$ cat src/rtl/dmem_pkg.sv
// Shared definitions for the data-memory arbiter: access-width encodings,
// requester identity and the default burst limit.
package dmem_pkg;

    // DMCtrl access width / sign encodings
    localparam logic [2:0] DMCTRL_BYTE   = 3'b000;
    localparam logic [2:0] DMCTRL_HALF   = 3'b001;
    localparam logic [2:0] DMCTRL_WORD   = 3'b010;
    localparam logic [2:0] DMCTRL_BYTE_U = 3'b100;
    localparam logic [2:0] DMCTRL_HALF_U = 3'b101;

    // Default number of back-to-back grants one side may take while contested
    localparam int MAX_BURST_DEFAULT = 4;

    typedef enum logic {
        OWN_CPU = 1'b0,
        OWN_DMA = 1'b1
    } owner_e;

    // One requester's access payload, as captured on its grant edge
    typedef struct packed {
        logic        we;
        logic [2:0]  ctrl;
        logic [31:0] addr;
        logic [31:0] wdata;
    } req_t;

    function automatic owner_e other_owner(input owner_e o);
        return (o == OWN_CPU) ? OWN_DMA : OWN_CPU;
    endfunction

endpackage

$ cat src/rtl/dmem_arbiter_if.sv
// Bundle of both requester ports and the data-memory port.
// slave  : the arbiter's view.
// master : the requesters' and the memory's view.
interface dmem_arbiter_if;
    logic        c_req;
    logic        c_we;
    logic [2:0]  c_ctrl;
    logic [31:0] c_addr;
    logic [31:0] c_wdata;
    logic        c_gnt;
    logic        c_rvalid;
    logic [31:0] c_rdata;

    logic        d_req;
    logic        d_we;
    logic [2:0]  d_ctrl;
    logic [31:0] d_addr;
    logic [31:0] d_wdata;
    logic        d_gnt;
    logic        d_rvalid;
    logic [31:0] d_rdata;

    logic        DMWr;
    logic [2:0]  DMCtrl;
    logic [31:0] Address;
    logic [31:0] DataWr;
    logic [31:0] DataRd;

    modport slave (
        input  c_req, c_we, c_ctrl, c_addr, c_wdata,
        input  d_req, d_we, d_ctrl, d_addr, d_wdata,
        input  DataRd,
        output c_gnt, c_rvalid, c_rdata,
        output d_gnt, d_rvalid, d_rdata,
        output DMWr, DMCtrl, Address, DataWr
    );

    modport master (
        output c_req, c_we, c_ctrl, c_addr, c_wdata,
        output d_req, d_we, d_ctrl, d_addr, d_wdata,
        output DataRd,
        input  c_gnt, c_rvalid, c_rdata,
        input  d_gnt, d_rvalid, d_rdata,
        input  DMWr, DMCtrl, Address, DataWr
    );
endinterface

$ cat src/rtl/dmem_arbiter_fairness.sv
// Winner selection between CPU and DMA.
// The CPU wins ties, but an owner that has held a contested bus for
// MAX_BURST grants in a row must yield. Once the other side has taken over,
// it keeps the bus until its own burst runs out. An uncontested requester is
// always granted.
module arb_fairness
    import dmem_pkg::*;
#(
    parameter int MAX_BURST = MAX_BURST_DEFAULT
) (
    input  logic   clk,
    input  logic   rst,
    input  logic   i_c_req,
    input  logic   i_d_req,
    output logic   o_any,
    output owner_e o_winner
);
    localparam int CW = $clog2(MAX_BURST + 1);
    localparam logic [CW-1:0] CNT_ZERO = {CW{1'b0}};
    localparam logic [CW-1:0] CNT_ONE  = CW'(1);
    localparam logic [CW-1:0] CNT_MAX  = CW'(MAX_BURST);

    logic [CW-1:0] r_cnt;
    owner_e        r_last;
    logic          w_contested;
    owner_e        w_winner;

    assign o_any    = i_c_req | i_d_req;
    assign o_winner = w_winner;

    // Pick this cycle's winner from the requests and the running burst
    always_comb begin
        w_contested = i_c_req & i_d_req;
        w_winner    = OWN_CPU;
        if (w_contested) begin
            if (r_cnt >= CNT_MAX) begin
                w_winner = other_owner(r_last);
            end else if (r_cnt != CNT_ZERO) begin
                w_winner = r_last;
            end else begin
                w_winner = OWN_CPU;
            end
        end else if (i_d_req) begin
            w_winner = OWN_DMA;
        end else begin
            w_winner = OWN_CPU;
        end
    end

    // Track the last owner and the length of its contested burst
    always_ff @(posedge clk or posedge rst) begin
        if (rst) begin
            r_cnt  <= CNT_ZERO;
            r_last <= OWN_CPU;
        end else if (!o_any) begin
            r_cnt <= CNT_ZERO;
        end else begin
            r_last <= w_winner;
            if (!w_contested) begin
                r_cnt <= CNT_ZERO;
            end else if (w_winner != r_last) begin
                r_cnt <= CNT_ONE;
            end else if (r_cnt < CNT_MAX) begin
                r_cnt <= r_cnt + CNT_ONE;
            end else begin
                r_cnt <= r_cnt;
            end
        end
    end

endmodule

$ cat src/rtl/dmem_arbiter.sv
// Two-requester data-memory arbiter.
// A grant in cycle t drives the memory port from registers in t+1. A read
// samples DataRd at the end of t+1, and its rvalid pulses in t+2. Read
// responses are routed by an owner tag that travels with the access, so a
// change of owner between back-to-back reads cannot misroute data.
module dmem_arbiter
    import dmem_pkg::*;
#(
    parameter int MAX_BURST = MAX_BURST_DEFAULT
) (
    input  logic           clk,
    input  logic           rst,
    dmem_arbiter_if.slave  bus
);
    logic   w_any;
    owner_e w_win;
    req_t   w_c_pl;
    req_t   w_d_pl;
    req_t   w_sel;

    // Issue stage
    logic [31:0] r_addr;
    logic [2:0]  r_ctrl;
    logic [31:0] r_wdata;
    logic        r_dmwr;
    logic        r_rd_pend;
    owner_e      r_rd_own;

    // Response stage
    logic        r_c_rvalid;
    logic        r_d_rvalid;
    logic [31:0] r_c_rdata;
    logic [31:0] r_d_rdata;

    arb_fairness #(.MAX_BURST(MAX_BURST)) u_fair (
        .clk      (clk),
        .rst      (rst),
        .i_c_req  (bus.c_req),
        .i_d_req  (bus.d_req),
        .o_any    (w_any),
        .o_winner (w_win)
    );

    assign w_c_pl = {bus.c_we, bus.c_ctrl, bus.c_addr, bus.c_wdata};
    assign w_d_pl = {bus.d_we, bus.d_ctrl, bus.d_addr, bus.d_wdata};
    assign w_sel  = (w_win == OWN_DMA) ? w_d_pl : w_c_pl;

    // Grants are forced low while reset is asserted, whatever the requests
    assign bus.c_gnt = ~rst & w_any & (w_win == OWN_CPU);
    assign bus.d_gnt = ~rst & w_any & (w_win == OWN_DMA);

    assign bus.Address  = r_addr;
    assign bus.DMCtrl   = r_ctrl;
    assign bus.DataWr   = r_wdata;
    assign bus.DMWr     = r_dmwr;
    assign bus.c_rvalid = r_c_rvalid;
    assign bus.d_rvalid = r_d_rvalid;
    assign bus.c_rdata  = r_c_rdata;
    assign bus.d_rdata  = r_d_rdata;

    // Capture the winner's payload; the address and width hold while idle
    always_ff @(posedge clk or posedge rst) begin
        if (rst) begin
            r_addr    <= 32'h0000_0000;
            r_ctrl    <= 3'b000;
            r_wdata   <= 32'h0000_0000;
            r_dmwr    <= 1'b0;
            r_rd_pend <= 1'b0;
            r_rd_own  <= OWN_CPU;
        end else if (w_any) begin
            r_addr    <= w_sel.addr;
            r_ctrl    <= w_sel.ctrl;
            r_wdata   <= w_sel.wdata;
            r_dmwr    <= w_sel.we;
            r_rd_pend <= ~w_sel.we;
            r_rd_own  <= w_win;
        end else begin
            r_dmwr    <= 1'b0;
            r_rd_pend <= 1'b0;
        end
    end

    // Register read data to the tagged owner; rdata holds between pulses
    always_ff @(posedge clk or posedge rst) begin
        if (rst) begin
            r_c_rvalid <= 1'b0;
            r_d_rvalid <= 1'b0;
            r_c_rdata  <= 32'h0000_0000;
            r_d_rdata  <= 32'h0000_0000;
        end else begin
            r_c_rvalid <= r_rd_pend & (r_rd_own == OWN_CPU);
            r_d_rvalid <= r_rd_pend & (r_rd_own == OWN_DMA);
            if (r_rd_pend && (r_rd_own == OWN_CPU)) begin
                r_c_rdata <= bus.DataRd;
            end else begin
                r_c_rdata <= r_c_rdata;
            end
            if (r_rd_pend && (r_rd_own == OWN_DMA)) begin
                r_d_rdata <= bus.DataRd;
            end else begin
                r_d_rdata <= r_d_rdata;
            end
        end
    end

endmodule

$ cat src/flat_wrapper.sv
// flat-port wrapper written by rule: the top's interface ports become plain ports
module dmem_arbiter_flat import dmem_pkg::*;
#(
    parameter int MAX_BURST = MAX_BURST_DEFAULT
)
  (clk, rst, bus_c_req, bus_c_we, bus_c_ctrl, bus_c_addr, bus_c_wdata, bus_d_req, bus_d_we, bus_d_ctrl, bus_d_addr, bus_d_wdata, bus_DataRd, bus_c_gnt, bus_c_rvalid, bus_c_rdata, bus_d_gnt, bus_d_rvalid, bus_d_rdata, bus_DMWr, bus_DMCtrl, bus_Address, bus_DataWr);
  dmem_arbiter_if bus_i ();
  input  logic clk;
  input  logic rst;
  input wire logic [$bits(bus_i.c_req)-1:0] bus_c_req;
  input wire logic [$bits(bus_i.c_we)-1:0] bus_c_we;
  input wire logic [$bits(bus_i.c_ctrl)-1:0] bus_c_ctrl;
  input wire logic [$bits(bus_i.c_addr)-1:0] bus_c_addr;
  input wire logic [$bits(bus_i.c_wdata)-1:0] bus_c_wdata;
  input wire logic [$bits(bus_i.d_req)-1:0] bus_d_req;
  input wire logic [$bits(bus_i.d_we)-1:0] bus_d_we;
  input wire logic [$bits(bus_i.d_ctrl)-1:0] bus_d_ctrl;
  input wire logic [$bits(bus_i.d_addr)-1:0] bus_d_addr;
  input wire logic [$bits(bus_i.d_wdata)-1:0] bus_d_wdata;
  input wire logic [$bits(bus_i.DataRd)-1:0] bus_DataRd;
  output wire logic [$bits(bus_i.c_gnt)-1:0] bus_c_gnt;
  output wire logic [$bits(bus_i.c_rvalid)-1:0] bus_c_rvalid;
  output wire logic [$bits(bus_i.c_rdata)-1:0] bus_c_rdata;
  output wire logic [$bits(bus_i.d_gnt)-1:0] bus_d_gnt;
  output wire logic [$bits(bus_i.d_rvalid)-1:0] bus_d_rvalid;
  output wire logic [$bits(bus_i.d_rdata)-1:0] bus_d_rdata;
  output wire logic [$bits(bus_i.DMWr)-1:0] bus_DMWr;
  output wire logic [$bits(bus_i.DMCtrl)-1:0] bus_DMCtrl;
  output wire logic [$bits(bus_i.Address)-1:0] bus_Address;
  output wire logic [$bits(bus_i.DataWr)-1:0] bus_DataWr;
  assign bus_i.c_req = bus_c_req;
  assign bus_i.c_we = bus_c_we;
  assign bus_i.c_ctrl = bus_c_ctrl;
  assign bus_i.c_addr = bus_c_addr;
  assign bus_i.c_wdata = bus_c_wdata;
  assign bus_i.d_req = bus_d_req;
  assign bus_i.d_we = bus_d_we;
  assign bus_i.d_ctrl = bus_d_ctrl;
  assign bus_i.d_addr = bus_d_addr;
  assign bus_i.d_wdata = bus_d_wdata;
  assign bus_i.DataRd = bus_DataRd;
  assign bus_c_gnt = bus_i.c_gnt;
  assign bus_c_rvalid = bus_i.c_rvalid;
  assign bus_c_rdata = bus_i.c_rdata;
  assign bus_d_gnt = bus_i.d_gnt;
  assign bus_d_rvalid = bus_i.d_rvalid;
  assign bus_d_rdata = bus_i.d_rdata;
  assign bus_DMWr = bus_i.DMWr;
  assign bus_DMCtrl = bus_i.DMCtrl;
  assign bus_Address = bus_i.Address;
  assign bus_DataWr = bus_i.DataWr;
  dmem_arbiter #(.MAX_BURST(MAX_BURST)) u_core (.clk(clk), .rst(rst), .bus(bus_i));
endmodule
$ cat config.mk
export PLATFORM = sky130hd
export DESIGN_NAME = dmem_arbiter_flat
export DESIGN_NICKNAME = d
export VERILOG_FILES = /design/src/rtl/dmem_pkg.sv /design/src/rtl/dmem_arbiter_if.sv /design/src/rtl/dmem_arbiter_fairness.sv /design/src/rtl/dmem_arbiter.sv /design/src/flat_wrapper.sv
export SDC_FILE = /design/constraint.sdc
export NUM_CORES = 1
export LEC_CHECK = 0
export CORE_MARGIN = 5
export CORE_UTILIZATION = 30
export CTS_BUF_LIST = sky130_fd_sc_hd__clkbuf_8
export CTS_CLUSTER_DIAMETER = 50
export DETAILED_ROUTE_END_ITERATION = 16
export PLACE_DENSITY = 0.68
export SLEW_MARGIN = 20
export SYNTH_ARGS = -nofsm -noshare
export SYNTH_HDL_FRONTEND = slang
export SYNTH_HIERARCHICAL = 1
export SYNTH_SLANG_ARGS = --single-unit
$ cat constraint.sdc
create_clock -name clk -period 15.9 [get_ports clk]
set_input_delay 3.18 -clock clk [delete_from_list [all_inputs] [get_ports clk]]
set_output_delay 3.18 -clock clk [all_outputs]
set_load 0.02 [all_outputs]
Word level (Yosys, flattened, before mapping)
Cells that the tools add are included.
W data, S select, Z words.
- add/sub/neg operators: 1
- equality and inequality tests: 2
- bitwise operators: 11
- multiplexer cells: 12
- magnitude comparators: 2
- reductions and logical operators: 3
- operators with widths (kind ; count):
    $mux W68 ; 1
    $mux W3 ; 4
    $mux W1 ; 7
    $and A1 B1 Y1 ; 6
    $ne A4 B4 Y1 const B ; 1
    $not A1 Y1 ; 4
    $add A3 B1 Y3 const B ; 1
    $ge A3 B3 Y1 const B ; 1
    $lt A3 B3 Y1 const B ; 1
    $reduce_bool A3 Y1 ; 1
    $logic_and A1 B1 Y1 ; 2
    $ne A1 B1 Y1 ; 1
    $or A1 B1 Y1 ; 1
- output and inout bits: 136
- logic and storage cells: 42
- input bits: 172
- register bits after elaboration: 139

Longest topological paths before layout
- depth after elaboration: 8
- depth in mapped cells: 8

Cells and area by module
The synthesis kept the hierarchy.
- modules (own cells, without submodules) (module ; seq. area each (um^2) ; times used ; cells an instance ; area an instance (um^2)):
    dmem_arbiter ; 3403.3 ; 1 ; 442 ; 5779.3
    arb_fairness ; 100.1 ; 1 ; 23 ; 224.0

Least setup slack after synthesis
No wires, ideal clock.
- path kind: input to output
- start point: in rst
- end point: out bus_d_gnt
- setup slack: 6170 ps
- cell stages on the path: 2
- arrival: 6550 ps
- cell sequence: inv_1 > and3_1
- word-level cells in the longest chain between the ends: 3
- ends and longest elaborated chain (item ; RTL line ; RTL):
    from (decl) ; flat_wrapper.sv:9 ; input logic rst;
    $not A1 Y1 ; dmem_arbiter.sv:50 ; assign bus.d_gnt = ~rst & w_any & (w_win == OWN_DMA);
    $and A1 B1 Y1 (2 in a row) ; dmem_arbiter.sv:50 ;
    to (decl) ; flat_wrapper.sv:24 ; output wire logic [$bits(bus_i.d_gnt)-1:0] bus_d_gnt;
No other way between the ends.

Final worst setup path
- start point: in bus_c_req
- end point: out bus_d_gnt
- word-level cells in the longest chain between the ends: 3
- elaborated cells on any way between the ends: 5
- classes of those cells: 1 x mux; 4 x bitwise
- ends and longest elaborated chain (item ; RTL line ; RTL):
    from (decl) ; flat_wrapper.sv:10 ; input wire logic [$bits(bus_i.c_req)-1:0] bus_c_req;
    $and A1 B1 Y1 ; dmem_arbiter_fairness.sv:33 ; w_contested = i_c_req & i_d_req;
    $mux W1 ; dmem_arbiter_fairness.sv:35 ; if (w_contested) begin
    via u_core.w_win ; dmem_arbiter.sv:16 ; owner_e w_win;
    $and A1 B1 Y1 ; dmem_arbiter.sv:50 ;
The timed path passes the listed nets, and every way through them passes these cells.

==> results.ini <==
[synthesis]
synth_xor_area_frac=0
ys_ff_latch=140
synthArstFlopShare=1.000
ys_top_cells_by_count=dfrtp_1 (140), a21oi_1 (69), mux2i_1 (68), nor2_1 (67), mux2_2 (36)
synth_edf_count=0
seq_area_frac_synth=0.5836
ys.warnings.count=6
postSynthNetCount=639
yosysMostFrequentCell=dfrtp_1
synth_flop_cell=dfrtp_1
yosys-top-cells-area=dfrtp_1 (58%), mux2i_1 (11%), mux2_4 (7.3%)
synthAdderAreaFrac=0.004168
syn_avg_cell_area_um2=12.91
syn_inst=465
synth_simple_gate_area_frac=0.05565
synth-compound-area-share=0.06315
syn-cell-area_um2=6003
synth_largest_area_cell=dfrtp_1
synthMuxAreaShare=0.2534
yosysUniqueCellTypes=27
synth_top_area_share=0.5836
synth_top_family_by_area=multiplexers

[run_status]
outcome=completed

[setup_path]
crit_arrival_ns=5.91
worst_setup_path_end_kind=output port
cp-start-kind=input pin
worstPathMaxFanout=37
path_class=in2out
worst-endpoint-required_ns=12.72

[floorplan]
start_util=0.3064
io_pins=308
num_rows=51
dieArea_um2=22940
die_w_um=151.5
die_h_um=151.5
core_um2=19590

[final_layout]
drive_gt1_frac=0.1366
areaGrowthSynthToFinish_pct=61.57
n_antenna_cell=0
final_nets=938
final.fill_count=1800

[worst_hold_path]
hold_path.class=reg2reg

[drt]
wire_per_inst_um=16.26
post-route-drc-count=0
vias_per_cell=4.356
finalWirelength_mm=16.92
first_pass_iters=4
detail_route.iter0.violations=167
antenna_left=0
num_vias=4535

[sta]
slew_headroom=0.4172
fin_ws_ns=6.810
period_share=0.5717
tns_ns=0
setup_viol=0
rsz0062_at_grt=false
drv_slew=0
hold_viol_final=0
skew_ns=0.01021
tightest_slew_ns=0.8711
timing.fmax_mhz=110.0
min_period_ns=9.090

[power]
ir_drop_uv=43.68
power.density_nw_per_um2=119.5
p_leak_nw=4.068

[grt]
grt.total_usage=0.1431
grt_max_degree=78
grt_pass1_wl_mm=25.32
antenna_found_initial=0
grt_busiest_layer=met2
met3_usage=0.06484
met1_usage=0.1718
grt_overflow=0
use_met2=0.2352
grt_pass1_vias=4629

[clock_tree]
root_buffer=clkbuf_8
cts_setup_buffers=0
cts_tree=done
cts_made_buffers=17
clkTransAtPathRegs_ns=0.08
cts-resized-gates=0
h-tree-depth=4
clk_latency_ns=0.43
hold_buffers=0
cts_max_path_buffers=2
cts.sinks=140

[place]
gpl.final_weighted_congestion=0.7210
hpwl_mm=12.63
port_buffers=307
pre_cts_slack_ns=6.755

[run]
drv_cap=0

sequential cells by signal, indices dropped and copies added (netlist names):
name,count
u_core/r_rd_pend,1
u_core/bus.d_rdata,32
u_core/bus.DMWr,1
u_core/bus.c_rdata,32
u_core/u_fair/r_last,1
u_core/bus.d_rvalid,1
u_core/u_fair/r_cnt,3
u_core/bus.DMCtrl,3
u_core/bus.c_rvalid,1
u_core/bus.DataWr,32
u_core/bus.Address,32
u_core/r_rd_own,1
worst max-delay path, stage by stage:
cell and delay (ns):
clkdlybuf4s50_1 0.47, o21ai_1 0.18, o21a_4 0.60, buf_4 0.59, and3_1 0.25, clkdlybuf4s50_1 0.61
cells in the final DEF, fill, tap and decap left out, drive strengths merged:
cell type and n:
o21a 1, dfrtp 140, ha 2, mux2 65, clkinv 3, clkdlybuf4s50 307
o21ai 1, inv 14, bufinv 5, and2 3, and3 1, nand2 2
nor2 67, a21oi 69, a22o 1, mux2i 68, buf 3, clkbuf 17
nor3b 2, o31ai 1, nor2b 2, or2 1, nand2b 1
per-layer routing:
layer  routed length (um)  share of wire
met2                 8167           0.48
met1                 6837           0.40
met4                  179          0.011
met5                    0              0
met3                 1737           0.10
through the flow:
stage               std cells  hold slack (ns)  cell area (um2)  power (mW)    util
floorplan                 465           0.4439             6003      0.6366       -
global placement         1010           0.4686             9235      0.8303  0.4714
detailed placement       1010           0.4842             9235      0.8347  0.4714
CTS                      1041           0.4987             9699       1.180  0.4951
global route             1041           0.5124             9699       1.219  0.4951
finish                   1041           0.4967             9699       1.159  0.4951
area by class of cell:
| type | instances | area, um2 | area share |
|---|---|---|---|
| flip-flops and latches | 140 | 3503 | 0.3612 |
| repair buffers | 310 | 3095 | 0.3191 |
| multi-input cells | 287 | 2270 | 0.2340 |
| well taps | 265 | 331.6 | 0.03418 |
| clock buffers | 17 | 234.0 | 0.02412 |
| clock inverters | 14 | 230.2 | 0.02374 |
| inverters | 8 | 35.03 | 0.003612 |
cells by family after synthesis:
kind of cell             after synthesis
buffers and inverters                 38
flip-flops                           140
adder cells (fa/ha/maj)                2
AO/OA/AOI/OAI                         73
multiplexers                         133
AND/OR/NAND/NOR                       79
report_power, final:
part / total [mW] / switching [mW] / internal, mW
combinational: 0.371 / 0.167 / 0.204
clock: 0.337 / 0.146 / 0.190
sequential: 0.452 / 0.0331 / 0.419
total: 1.16 / 0.346 / 0.813
final timing paths:
path	slack (ns)	cells past startpoint	start	endpoint
min in group asynchronous	3.08	2	rst	u_core/u_fair/r_last
max reg2reg	13.19	7	u_core/u_fair/r_cnt[0]	u_core/bus.DMCtrl[1]
min reg2reg	0.50	1	u_core/u_fair/r_cnt[0]	u_core/u_fair/r_cnt[0]
max in group asynchronous	11.30	3	rst	u_core/bus.d_rdata[6]
min	0.50	1	u_core/u_fair/r_cnt[0]	u_core/u_fair/r_cnt[0]
max	6.81	6	bus_c_req	bus_d_gnt
Note: power is estimated with default switching activity, not from simulation.
